**src/rtl/uart_pkg.sv**
```systemverilog
// uart_pkg: register map, STATUS/CLEAR bit positions and the CTRL layout
// shared by the UART register file and its FIFOs.
package uart_pkg;

  localparam logic [11:0] A_TXDATA = 12'h000;
  localparam logic [11:0] A_RXDATA = 12'h004;
  localparam logic [11:0] A_STATUS = 12'h008;
  localparam logic [11:0] A_CTRL   = 12'h00C;
  localparam logic [11:0] A_BAUD   = 12'h010;
  localparam logic [11:0] A_CLEAR  = 12'h014;
  localparam logic [11:0] A_IER    = 12'h018;

  localparam int ST_TX_FULL  = 0;
  localparam int ST_TX_EMPTY = 1;
  localparam int ST_RX_FULL  = 2;
  localparam int ST_RX_EMPTY = 3;
  localparam int ST_TX_OVF   = 4;
  localparam int ST_RX_OVF   = 5;
  localparam int ST_TX_CNT   = 8;
  localparam int ST_RX_CNT   = 16;

  localparam int CLR_TX_OVF   = 4;
  localparam int CLR_RX_OVF   = 5;
  localparam int CLR_TX_FLUSH = 8;
  localparam int CLR_RX_FLUSH = 9;

  typedef struct packed {
    logic       stop2;
    logic [1:0] parity;
    logic       rx_en;
    logic       tx_en;
  } ctrl_t;

  // Word-address match: byte offset bits [1:0] are masked out.
  function automatic logic hit(input logic [11:0] a,
                               input logic [11:0] r);
    return ((a ^ r) & 12'hFFC) == 12'h000;
  endfunction

endpackage

```
**src/rtl/uart_sync_fifo.sv**
```systemverilog
// uart_sync_fifo: single-clock FIFO with push/pop/flush, full/empty/count.
// Ports: clk_i, rst_i (sync, high), push_i, pop_i, flush_i, wdata_i,
//   rdata_o (head, 0 when empty), full_o, empty_o, count_o, ovf_o.
module uart_sync_fifo #(
  parameter int WIDTH = 8,
  parameter int DEPTH = 16
) (
  input  logic                       clk_i,
  input  logic                       rst_i,
  input  logic                       push_i,
  input  logic                       pop_i,
  input  logic                       flush_i,
  input  logic [WIDTH-1:0]           wdata_i,
  output logic [WIDTH-1:0]           rdata_o,
  output logic                       full_o,
  output logic                       empty_o,
  output logic [$clog2(DEPTH):0]     count_o,
  output logic                       ovf_o
);

  localparam int AW = $clog2(DEPTH);

  logic [WIDTH-1:0] mem_q [DEPTH];
  logic [AW-1:0]    wptr_q, rptr_q;
  logic [AW:0]      cnt_q;
  logic             do_push, do_pop;

  assign full_o  = cnt_q == (AW+1)'(DEPTH);
  assign empty_o = cnt_q == '0;
  assign count_o = cnt_q;
  assign rdata_o = empty_o ? '0 : mem_q[rptr_q];

  // A pop in the same cycle frees a slot, so a push into a full FIFO
  // is still accepted. Flush overrides both and never flags overflow.
  assign do_pop  = pop_i & ~empty_o & ~flush_i;
  assign do_push = push_i & (~full_o | do_pop) & ~flush_i;
  assign ovf_o   = push_i & full_o & ~do_pop & ~flush_i;

  always_ff @(posedge clk_i) begin
    if (do_push) mem_q[wptr_q] <= wdata_i;
  end

  always_ff @(posedge clk_i) begin
    if (rst_i || flush_i) begin
      wptr_q <= '0;
      rptr_q <= '0;
      cnt_q  <= '0;
    end else begin
      if (do_push) wptr_q <= wptr_q + 1'b1;
      if (do_pop)  rptr_q <= rptr_q + 1'b1;
      cnt_q <= cnt_q + (AW+1)'(do_push) - (AW+1)'(do_pop);
    end
  end

endmodule

```
**src/rtl/uart_regfile.sv**
```systemverilog
// uart_regfile: APB-side UART register file with TX/RX byte FIFOs.
// Ports: pclk/preset, write (waddr,wdata,pwrite_i), read (raddr,host_read,
//   rdata), address status (wadderr,radderr), TX stream (tx_data,tx_valid,
//   tx_ready), RX push (rx_data,rx_valid), CTRL/BAUD fields.
//   UART_REGFILE_IRQ_EN adds IER at 0x018 and a registered irq output.
module uart_regfile
  import uart_pkg::*;
#(
  parameter int          TX_DEPTH     = 16,
  parameter int          RX_DEPTH     = 16,
  parameter logic [15:0] BAUD_DIV_RST = 16'd868
) (
  input  logic        pclk,
  input  logic        preset,
  input  logic [11:0] waddr,
  input  logic [31:0] wdata,
  input  logic        pwrite_i,
  input  logic [11:0] raddr,
  input  logic        host_read,
  output logic [31:0] rdata,
  output logic        wadderr,
  output logic        radderr,
  output logic [7:0]  tx_data,
  output logic        tx_valid,
  input  logic        tx_ready,
  input  logic [7:0]  rx_data,
  input  logic        rx_valid,
  output logic        tx_en,
  output logic        rx_en,
  output logic [1:0]  parity,
  output logic        stop2,
  output logic [15:0] baud_div
`ifdef UART_REGFILE_IRQ_EN
  ,
  output logic        irq
`endif
);

  localparam int TXC = $clog2(TX_DEPTH) + 1;
  localparam int RXC = $clog2(RX_DEPTH) + 1;

  ctrl_t           ctrl_q;
  logic [15:0]     baud_q;
  logic            tx_ovf_q, tx_ovf_d;
  logic            rx_ovf_q, rx_ovf_d;
  logic            wr_q, rd_q;
  logic            wr_fire, rd_fire;
  logic            w_ok, r_ok;
  logic            we_tx, we_ctrl, we_baud, we_clr;
  logic            tx_pop, tx_full, tx_empty, tx_set;
  logic            rx_pop, rx_full, rx_empty, rx_set;
  logic [7:0]      tx_head, rx_head;
  logic [TXC-1:0]  tx_cnt;
  logic [RXC-1:0]  rx_cnt;
  logic [31:0]     status;
  logic [15:0]     unused_wdata;

  assign unused_wdata = wdata[31:16];

`ifdef UART_REGFILE_IRQ_EN
  logic [3:0] ier_q;
  logic       irq_q, irq_d;
  logic       we_ier;
`endif

  always_comb begin
    w_ok = hit(waddr, A_TXDATA) | hit(waddr, A_CTRL) |
           hit(waddr, A_BAUD)   | hit(waddr, A_CLEAR);
    r_ok = hit(raddr, A_RXDATA) | hit(raddr, A_STATUS) |
           hit(raddr, A_CTRL)   | hit(raddr, A_BAUD);
`ifdef UART_REGFILE_IRQ_EN
    w_ok = w_ok | hit(waddr, A_IER);
    r_ok = r_ok | hit(raddr, A_IER);
`endif
  end

  // Strobes act only in their first high cycle.
  assign wr_fire = pwrite_i & ~wr_q;
  assign rd_fire = host_read & ~rd_q;
  assign wadderr = ~(pwrite_i & ~w_ok);
  assign radderr = ~(host_read & ~r_ok);

  assign we_tx   = wr_fire & hit(waddr, A_TXDATA);
  assign we_ctrl = wr_fire & hit(waddr, A_CTRL);
  assign we_baud = wr_fire & hit(waddr, A_BAUD);
  assign we_clr  = wr_fire & hit(waddr, A_CLEAR);
`ifdef UART_REGFILE_IRQ_EN
  assign we_ier  = wr_fire & hit(waddr, A_IER);
`endif

  assign tx_valid = ~tx_empty & ctrl_q.tx_en;
  assign tx_pop   = tx_valid & tx_ready;
  assign tx_data  = tx_head;
  assign rx_pop   = rd_fire & hit(raddr, A_RXDATA);

  uart_sync_fifo #(.WIDTH(8), .DEPTH(TX_DEPTH)) u_tx_fifo (
    .clk_i   (pclk),
    .rst_i   (preset),
    .push_i  (we_tx),
    .pop_i   (tx_pop),
    .flush_i (we_clr & wdata[CLR_TX_FLUSH]),
    .wdata_i (wdata[7:0]),
    .rdata_o (tx_head),
    .full_o  (tx_full),
    .empty_o (tx_empty),
    .count_o (tx_cnt),
    .ovf_o   (tx_set)
  );

  uart_sync_fifo #(.WIDTH(8), .DEPTH(RX_DEPTH)) u_rx_fifo (
    .clk_i   (pclk),
    .rst_i   (preset),
    .push_i  (rx_valid),
    .pop_i   (rx_pop),
    .flush_i (we_clr & wdata[CLR_RX_FLUSH]),
    .wdata_i (rx_data),
    .rdata_o (rx_head),
    .full_o  (rx_full),
    .empty_o (rx_empty),
    .count_o (rx_cnt),
    .ovf_o   (rx_set)
  );

  // Sticky flags: a new overflow beats a same-cycle clear.
  assign tx_ovf_d = (tx_ovf_q & ~(we_clr & wdata[CLR_TX_OVF])) | tx_set;
  assign rx_ovf_d = (rx_ovf_q & ~(we_clr & wdata[CLR_RX_OVF])) | rx_set;

  always_comb begin
    status = '0;
    status[ST_TX_FULL]      = tx_full;
    status[ST_TX_EMPTY]     = tx_empty;
    status[ST_RX_FULL]      = rx_full;
    status[ST_RX_EMPTY]     = rx_empty;
    status[ST_TX_OVF]       = tx_ovf_q;
    status[ST_RX_OVF]       = rx_ovf_q;
    status[ST_TX_CNT +: 8]  = 8'(tx_cnt);
    status[ST_RX_CNT +: 8]  = 8'(rx_cnt);
  end

  always_comb begin
    rdata = '0;
    unique case (1'b1)
      hit(raddr, A_RXDATA): rdata = {24'h0, rx_head};
      hit(raddr, A_STATUS): rdata = status;
      hit(raddr, A_CTRL):   rdata = {27'h0, ctrl_q};
      hit(raddr, A_BAUD):   rdata = {16'h0, baud_q};
`ifdef UART_REGFILE_IRQ_EN
      hit(raddr, A_IER):    rdata = {28'h0, ier_q};
`endif
      default:              rdata = '0;
    endcase
  end

  always_ff @(posedge pclk) begin
    if (preset) begin
      wr_q     <= 1'b0;
      rd_q     <= 1'b0;
      ctrl_q   <= '0;
      baud_q   <= BAUD_DIV_RST;
      tx_ovf_q <= 1'b0;
      rx_ovf_q <= 1'b0;
    end else begin
      wr_q     <= pwrite_i;
      rd_q     <= host_read;
      tx_ovf_q <= tx_ovf_d;
      rx_ovf_q <= rx_ovf_d;
      if (we_ctrl) ctrl_q <= ctrl_t'(wdata[4:0]);
      if (we_baud) baud_q <= wdata[15:0];
    end
  end

  assign tx_en    = ctrl_q.tx_en;
  assign rx_en    = ctrl_q.rx_en;
  assign parity   = ctrl_q.parity;
  assign stop2    = ctrl_q.stop2;
  assign baud_div = baud_q;

`ifdef UART_REGFILE_IRQ_EN
  assign irq_d = |(ier_q & {rx_ovf_q | tx_ovf_q, rx_full,
                            ~rx_empty, tx_empty});

  always_ff @(posedge pclk) begin
    if (preset) begin
      ier_q <= '0;
      irq_q <= 1'b0;
    end else begin
      irq_q <= irq_d;
      if (we_ier) ier_q <= wdata[3:0];
    end
  end

  assign irq = irq_q;
`endif

endmodule

```
**config.mk**
```make
export PLATFORM = sky130hd
export DESIGN_NAME = uart_regfile
export DESIGN_NICKNAME = d
export VERILOG_FILES = /design/src/rtl/uart_pkg.sv /design/src/rtl/uart_sync_fifo.sv /design/src/rtl/uart_regfile.sv
export SDC_FILE = /design/constraint.sdc
export NUM_CORES = 1
export LEC_CHECK = 0
export CORE_ASPECT_RATIO = 0.5
export CORE_UTILIZATION = 31
export CTS_CLUSTER_SIZE = 12
export DETAILED_ROUTE_END_ITERATION = 10
export REMOVE_ABC_BUFFERS = 1
export SYNTH_ARGS = -nofsm -noshare
export SYNTH_HDL_FRONTEND = slang
export SYNTH_HIERARCHICAL = 1
export SYNTH_SLANG_ARGS = --single-unit
```
**constraint.sdc**
```tcl
create_clock -name pclk -period 4.7 [get_ports pclk]
set_input_delay 0.94 -clock pclk [delete_from_list [all_inputs] [get_ports pclk]]
set_output_delay 0.94 -clock pclk [all_outputs]
set_load 0.01 [all_outputs]
```
* Word level (Yosys, flattened, before mapping)
Memories as Yosys holds them, arrays and structs flattened. A register that Yosys moved wholly into a read port is not among the register bits.
Cells that the tools add are included.
** Word-level totals
- Register bits :: 51
- Memory bits (writable) :: 256
- Input port bits :: 70
- Output and inout port bits :: 64
- Logic and storage cells :: 114
- Memories kept :: 2
** Memory list
- u_rx_fifo.mem_q :: words 16, width 8, rd ports 1, clocked after Yosys merged registers in 1, wr ports 1, line uart_sync_fifo.sv:23 : logic [WIDTH-1:0] mem_q [DEPTH];
- u_tx_fifo.mem_q :: words 16, width 8, rd ports 1, clocked after Yosys merged registers in 1, wr ports 1, line uart_sync_fifo.sv:23
** Cells by class
- Add/subtract/negate cells :: 8
- Equal/unequal tests :: 2
- Mux-type cells :: 11
- Bitwise operators :: 64
- Reductions and logical operators :: 12
** Operators by type and width (number)
- logical NOT 12 bit :: 8
- one-hot mux 21 bit (4 select lines) :: 1
- bitwise AND 1 bit :: 31
- inverter 1 bit :: 20
- adder 4 x 1 -> 4 bit (second input constant) :: 4
- 2-to-1 mux 4 bit :: 4
- 2-to-1 mux 8 bit :: 2
- adder 5 x 1 -> 5 bit :: 2
- == test 5 bit (second input constant) :: 2
- logical NOT 5 bit :: 2
- bitwise OR 1 bit :: 10
- subtractor 5 x 1 -> 5 bit :: 2
- inverter 2 bit :: 3
- 2-to-1 mux 1 bit :: 4
- logical OR 1 bit :: 2

* Longest topological paths before layout
- Depth in word-level cells :: 11
- Gate-level depth with buffers :: 18

* Cells and area by module
The synthesis kept the hierarchy.
** Modules (own cells, without submodules)
- uart_sync_fifo at u_tx_fifo :: instances 1, cells an instance 322, area each 5923.2 µm²
- uart_sync_fifo at u_rx_fifo :: instances 1, cells an instance 322, area each 5918.2 µm²
- uart_regfile :: instances 1, cells an instance 183, area each 1681.6 µm²

* Worst setup path after synthesis
OpenSTA, ideal clock, no wires.
- Path kind :: input to register
- Start point :: input raddr[2]
- End point :: register u_rx_fifo.cnt_q[4], in the netlist u_rx_fifo/count_o[4]
- Setup time :: 70 ps
- Arrival :: 4324 ps
- Data required time :: 4630 ps
- Setup slack :: 306 ps
- Stages on the path :: 16
- Path buffers :: 3
- Cells stage by stage :: buf_2 > or4b_2 > nor3_2 > and3b_1 > nand2b_1 > a21o_1 > buf_6 > buf_2 > ha_1 > inv_1 > ha_1 > fa_1 > a21oi_1 > nor2_1 > or3_1 > a21oi_1
** Between the ends
- Longest elaborated chain between the ends :: 10
** Ends and longest elaborated chain
- from (decl) :: line uart_regfile.sv:18 : input logic [11:0] raddr,
- inverter 1 bit (no source line) *
- logical NOT 12 bit * :: line uart_pkg.sv:37 : return ((a ^ r) & 12'hFFC) == 12'h000;
- bitwise AND 1 bit * :: line uart_regfile.sv:94 : assign rx_pop = rd_fire & hit(raddr, A_RXDATA);
- named net rx_pop :: line uart_regfile.sv:51 : logic rx_pop, rx_full, rx_empty, rx_set;
- bitwise AND 1 bit * (2 in series) :: line uart_sync_fifo.sv:35 : assign do_pop = pop_i & ~empty_o & ~flush_i;
- bitwise OR 1 bit :: line uart_sync_fifo.sv:36 : assign do_push = push_i & (~full_o | do_pop) & ~flush_i;
- bitwise AND 1 bit (2 in series) :: line uart_sync_fifo.sv:36
- adder 5 x 1 -> 5 bit :: line uart_sync_fifo.sv:51 : cnt_q <= cnt_q + (AW+1)'(do_push) - (AW+1)'(do_pop);
- subtractor 5 x 1 -> 5 bit * :: line uart_sync_fifo.sv:51
- to (signal assigned) :: line uart_sync_fifo.sv:51
- to (decl) :: line uart_sync_fifo.sv:25 : logic [AW:0] cnt_q;
The timed path passes the listed nets; every way through them passes the cells marked *.
A chain may end at the register's enable or synchronous reset.

* Final worst setup path
- Start point :: input raddr[7]
- End point :: output radderr
** Between the ends
- Longest elaborated chain between the ends :: 7
- Elaborated cells on any way between the ends :: 10
- Classes of those cells :: bitwise: 6; reduce/logical: 4
** Ends and longest elaborated chain
- logical NOT 12 bit :: line uart_pkg.sv:37
- bitwise OR 1 bit (2 in series) :: line uart_regfile.sv:69 : r_ok = hit(raddr, A_RXDATA) | hit(raddr, A_STATUS) |
- bitwise OR 1 bit * :: line uart_regfile.sv:70 : hit(raddr, A_CTRL) | hit(raddr, A_BAUD);
- inverter 1 bit * :: line uart_regfile.sv:81 : assign radderr = ~(host_read & ~r_ok);
- bitwise AND 1 bit * :: line uart_regfile.sv:81
- inverter 1 bit * :: line uart_regfile.sv:81
- to (decl) :: line uart_regfile.sv:22 : output logic radderr,
Every way passes the cells marked *; elsewhere a longest branch is shown, timed or not.

==> impl_metrics.py <==
metrics = {
    "status": {
        "status": "complete, no violations",
    },
    "die": {
        "die_h_um": 150,
        "rows": 53,
        "initial_core_util_pct": 31.8,
        "coreArea_mm2": 0.0425,
        "die_x_um": 297,
        "die_area_mm2": 0.0445,
        "pin_count": 134,
    },
    "layout": {
        "fin_cells": 1554,
        "regArea_mm2": 0.00887,
        "antenna_cells": 0,
        "multi_input_area_mm2": 0.00424,
        "final_nets": 1050,
        "drive_gt1_share_pct": 15.7,
        "num-fill-cells": 3890,
        "area.growth.synth_to_final_pct": 20.6,
    },
    "placement": {
        "gp_congestion": 0.790,
        "dp.cells": 1497,
        "io_buffers": 102,
        "hpwl_um": 19600,
    },
    "synthesis": {
        "synth_top_area_share_pct": 56.8,
        "ys_seq_area_share_pct": 65.6,
        "synth_area_per_cell_um2": 16.4,
        "yosys.area.top_type": "edfxtp_1",
        "synth_edf_count": 256,
        "ys_types": 53,
        "netlist_area_mm2": 0.0135,
        "ys_ff_latch": 315,
        "async_reset_ff_share_pct": 0,
        "yosys_warnings": 6,
        "ys.flop_type": "edfxtp_1",
        "synth_cells": 827,
        "synth_area_leaders": "edfxtp_1 57%, dfxtp_1 8.7%, mux4_2 7.8%, mux4_1 3.3%, mux2i_1 2.7%",
    },
    "timing": {
        "slew_headroom_pct": 36.3,
        "fin_skew_ns": 0.0121,
        "min_period_ns": 4.27,
        "finalCritPeriodShare_pct": 91.0,
        "slew_violations": 0,
        "finalSetupViolations": 0,
        "max_slew.worst_pin.slew_ns": 0.952,
        "tns_ns": 0,
        "hold_viol": 0,
        "max_freq_mhz": 234,
        "rsz0062_at_grt": "false",
    },
    "routing": {
        "first_pass_iters": 4,
        "route.vias.total": 7445,
        "antenna_left": 0,
        "initialDrtViolationCount": 448,
        "viasPerCell": 4.79,
        "finalWirelength_um": 29000,
        "drc": 0,
        "post_drt_wl_per_cell_um": 18.7,
    },
    "hold_path": {
        "whs_path_depth": 2,
        "whs_endpoint": "baud_div[11]$_SDFFE_PP0P_",
        "min_path_type": "register to register",
        "holdCritStartpoint": "baud_div[11]$_SDFFE_PP0P_",
    },
    "global_routing": {
        "grt_pass1_wl_um": 44400,
        "grt_overflow": 0,
        "grtUsageTotal_pct": 13.0,
        "antenna_found_initial": 0,
        "grt_max_degree": 33,
        "first_global_vias": 7630,
    },
    "clocking": {
        "clk_pin_slew_ns": 0.06,
        "h-tree-depth": 2,
        "numCtsBuffers": 34,
        "cts_root_buf": "clkbuf_16",
        "holdBufCountCts": 0,
        "cts_resized": 0,
        "clock_latency_ns": 0.52,
        "cts_buffer_depth": 3,
        "cts_tree": "done",
        "postCtsSetupBuffers": 0,
        "cts.sinks": 315,
    },
    "pwr": {
        "p_leak_nw": 5.21,
        "power.total_w": 0.00605,
        "ir_drop_v": 0.000209,
        "p_per_area_mw_per_mm2": 371,
    },
    "worst_setup_path": {
        "r2r_cells": 13,
        "required_ns": 3.76,
        "critPathLaunchType": "primary input",
        "worstSetupEndpointType": "primary output",
        "cp.arrival_ns": 3.33,
        "worstReg2RegStart": "wr_q$_SDFF_PP0_",
        "cp_max_fo": 6,
        "r2r-end": "u_tx_fifo/count_o[4]$_SDFF_PP0_",
        "path_class": "primary input to primary output",
        "crit_path_start": "raddr[7]",
        "r2r_setup_slack_ns": 1.10,
    },
    "job": {
        "cap_violations": 0,
    },
}
## power by group
group          internal [W]  switching (W)
logic              0.000171       0.000224
registers           0.00307      0.0000255
clock network       0.00153        0.00104
total               0.00476        0.00129
## worst max-delay path, stage by stage
cell and delay (ns):
clkdlybuf4s50_1 0.40, or4_1 0.66, or2_2 0.41, o31ai_1 0.29, clkdlybuf4s50_1 0.63
## layer usage
layer  up-vias  wire length, um  GRT usage [%]
li1       3465                -              -
met1      3814            12100           15.7
met2       119            15200           23.6
met3        47             1020           2.31
met4         0              750           4.64
met5         -                0              0
## logic make-up (layout without fill, tap and decap cells)
family | Yosys count | after routing | synth area share (%)
AO/OA/AOI/OAI | 76 | 76 | 4.11
other | 1 | 11 | 0.0277
multiplexers | 106 | 106 | 14.3
XOR/XNOR | 16 | 16 | 1.04
AND/OR/NAND/NOR | 209 | 209 | 9.10
buffers and inverters | 80 | 220 | 3.53
adder cells (fa/ha/maj) | 24 | 24 | 2.33
flip-flops | 315 | 315 | 65.6
## stage by stage
step | util, % | cell area (um^2) | hold WS (ns) | setup slack [ns]
after global placement | 35.8 | 15200 | 0.478 | 0.0807
final | 38.4 | 16300 | 0.492 | 0.425
after CTS | 38.4 | 16300 | 0.493 | 0.415
after detailed placement | 35.8 | 15200 | 0.480 | -0.00169
after global routing | 38.4 | 16300 | 0.516 | 0.296
after floorplan | - | 13200 | 0.469 | 0.474
## worst max-delay path by stage
stage,to,slack (ns),depth (start not counted)
after floorplan,u_tx_fifo/count_o[4]$_SDFF_PP0_,0.47,15
after global placement,u_tx_fifo/count_o[4]$_SDFF_PP0_,0.08,14
after detailed placement,u_tx_fifo/count_o[4]$_SDFF_PP0_,-0.002,14
after CTS,radderr,0.42,5
after global routing,u_tx_fifo/count_o[4]$_SDFF_PP0_,0.30,14
final,radderr,0.43,5
## cells in the mapped netlist (4+ instances only)
| cell | instances |
|---|---|
| a211oi_1 | 32 |
| a21o_1 | 4 |
| a21oi_1 | 8 |
| a22o_1 | 7 |
| a22oi_1 | 5 |
| and2_1 | 21 |
| and3_1 | 8 |
| buf_2 | 14 |
| buf_4 | 20 |
| buf_6 | 7 |
| clkbuf_1 | 16 |
| dfxtp_1 | 59 |
| edfxtp_1 | 256 |
| ha_1 | 22 |
| inv_1 | 19 |
| mux2_2 | 5 |
| mux2i_1 | 37 |
| mux4_1 | 17 |
| mux4_2 | 47 |
| nand2_1 | 17 |
| nand2b_1 | 33 |
| nand3_1 | 14 |
| nor2_1 | 46 |
| nor2b_1 | 19 |
| nor3_1 | 10 |
| nor3b_1 | 4 |
| nor4_1 | 5 |
| nor4b_1 | 6 |
| o211ai_1 | 4 |
| o21ai_0 | 6 |
| o2bb2ai_1 | 5 |
| or2_2 | 4 |
| or4_1 | 5 |
| xnor2_1 | 13 |
## flip-flops by register name, indices dropped and copies added (netlist names), 2 cells and up, named ones only
| signal | cells |
|---|---|
| u_rx_fifo/mem_q | 128 |
| u_tx_fifo/mem_q | 128 |
| baud_div | 16 |
| u_rx_fifo/count_o | 5 |
| u_tx_fifo/count_o | 5 |
| u_rx_fifo/rptr_q | 4 |
| u_rx_fifo/wptr_q | 4 |
| u_tx_fifo/rptr_q | 4 |
| u_tx_fifo/wptr_q | 4 |
| parity | 2 |
## area by class of cell
type	instances	share of cell area (%)
Sequential cell	315	54.4
Clock buffer	48	5.85
Timing Repair Buffer	144	8.19
Multi-Input combinational cell	442	26.0
Clock inverter	9	0.714
Tap cell	577	4.43
Inverter	19	0.437
## layout by cell type (no fill, tap or decap), types with 17 or more instances in the layout
cell             instances
and2_1                  21
mux4_2                  47
nor2_1                  46
nand2b_1                33
clkbuf_16               35
clkdlybuf4s50_1        102
dfxtp_1                 59
a211oi_1                32
mux4_1                  17
nor2b_1                 19
edfxtp_1               256
inv_1                   19
mux2i_1                 37
buf_4                   42
nand2_1                 17
ha_1                    22
(Power assumes the default switching activity.)
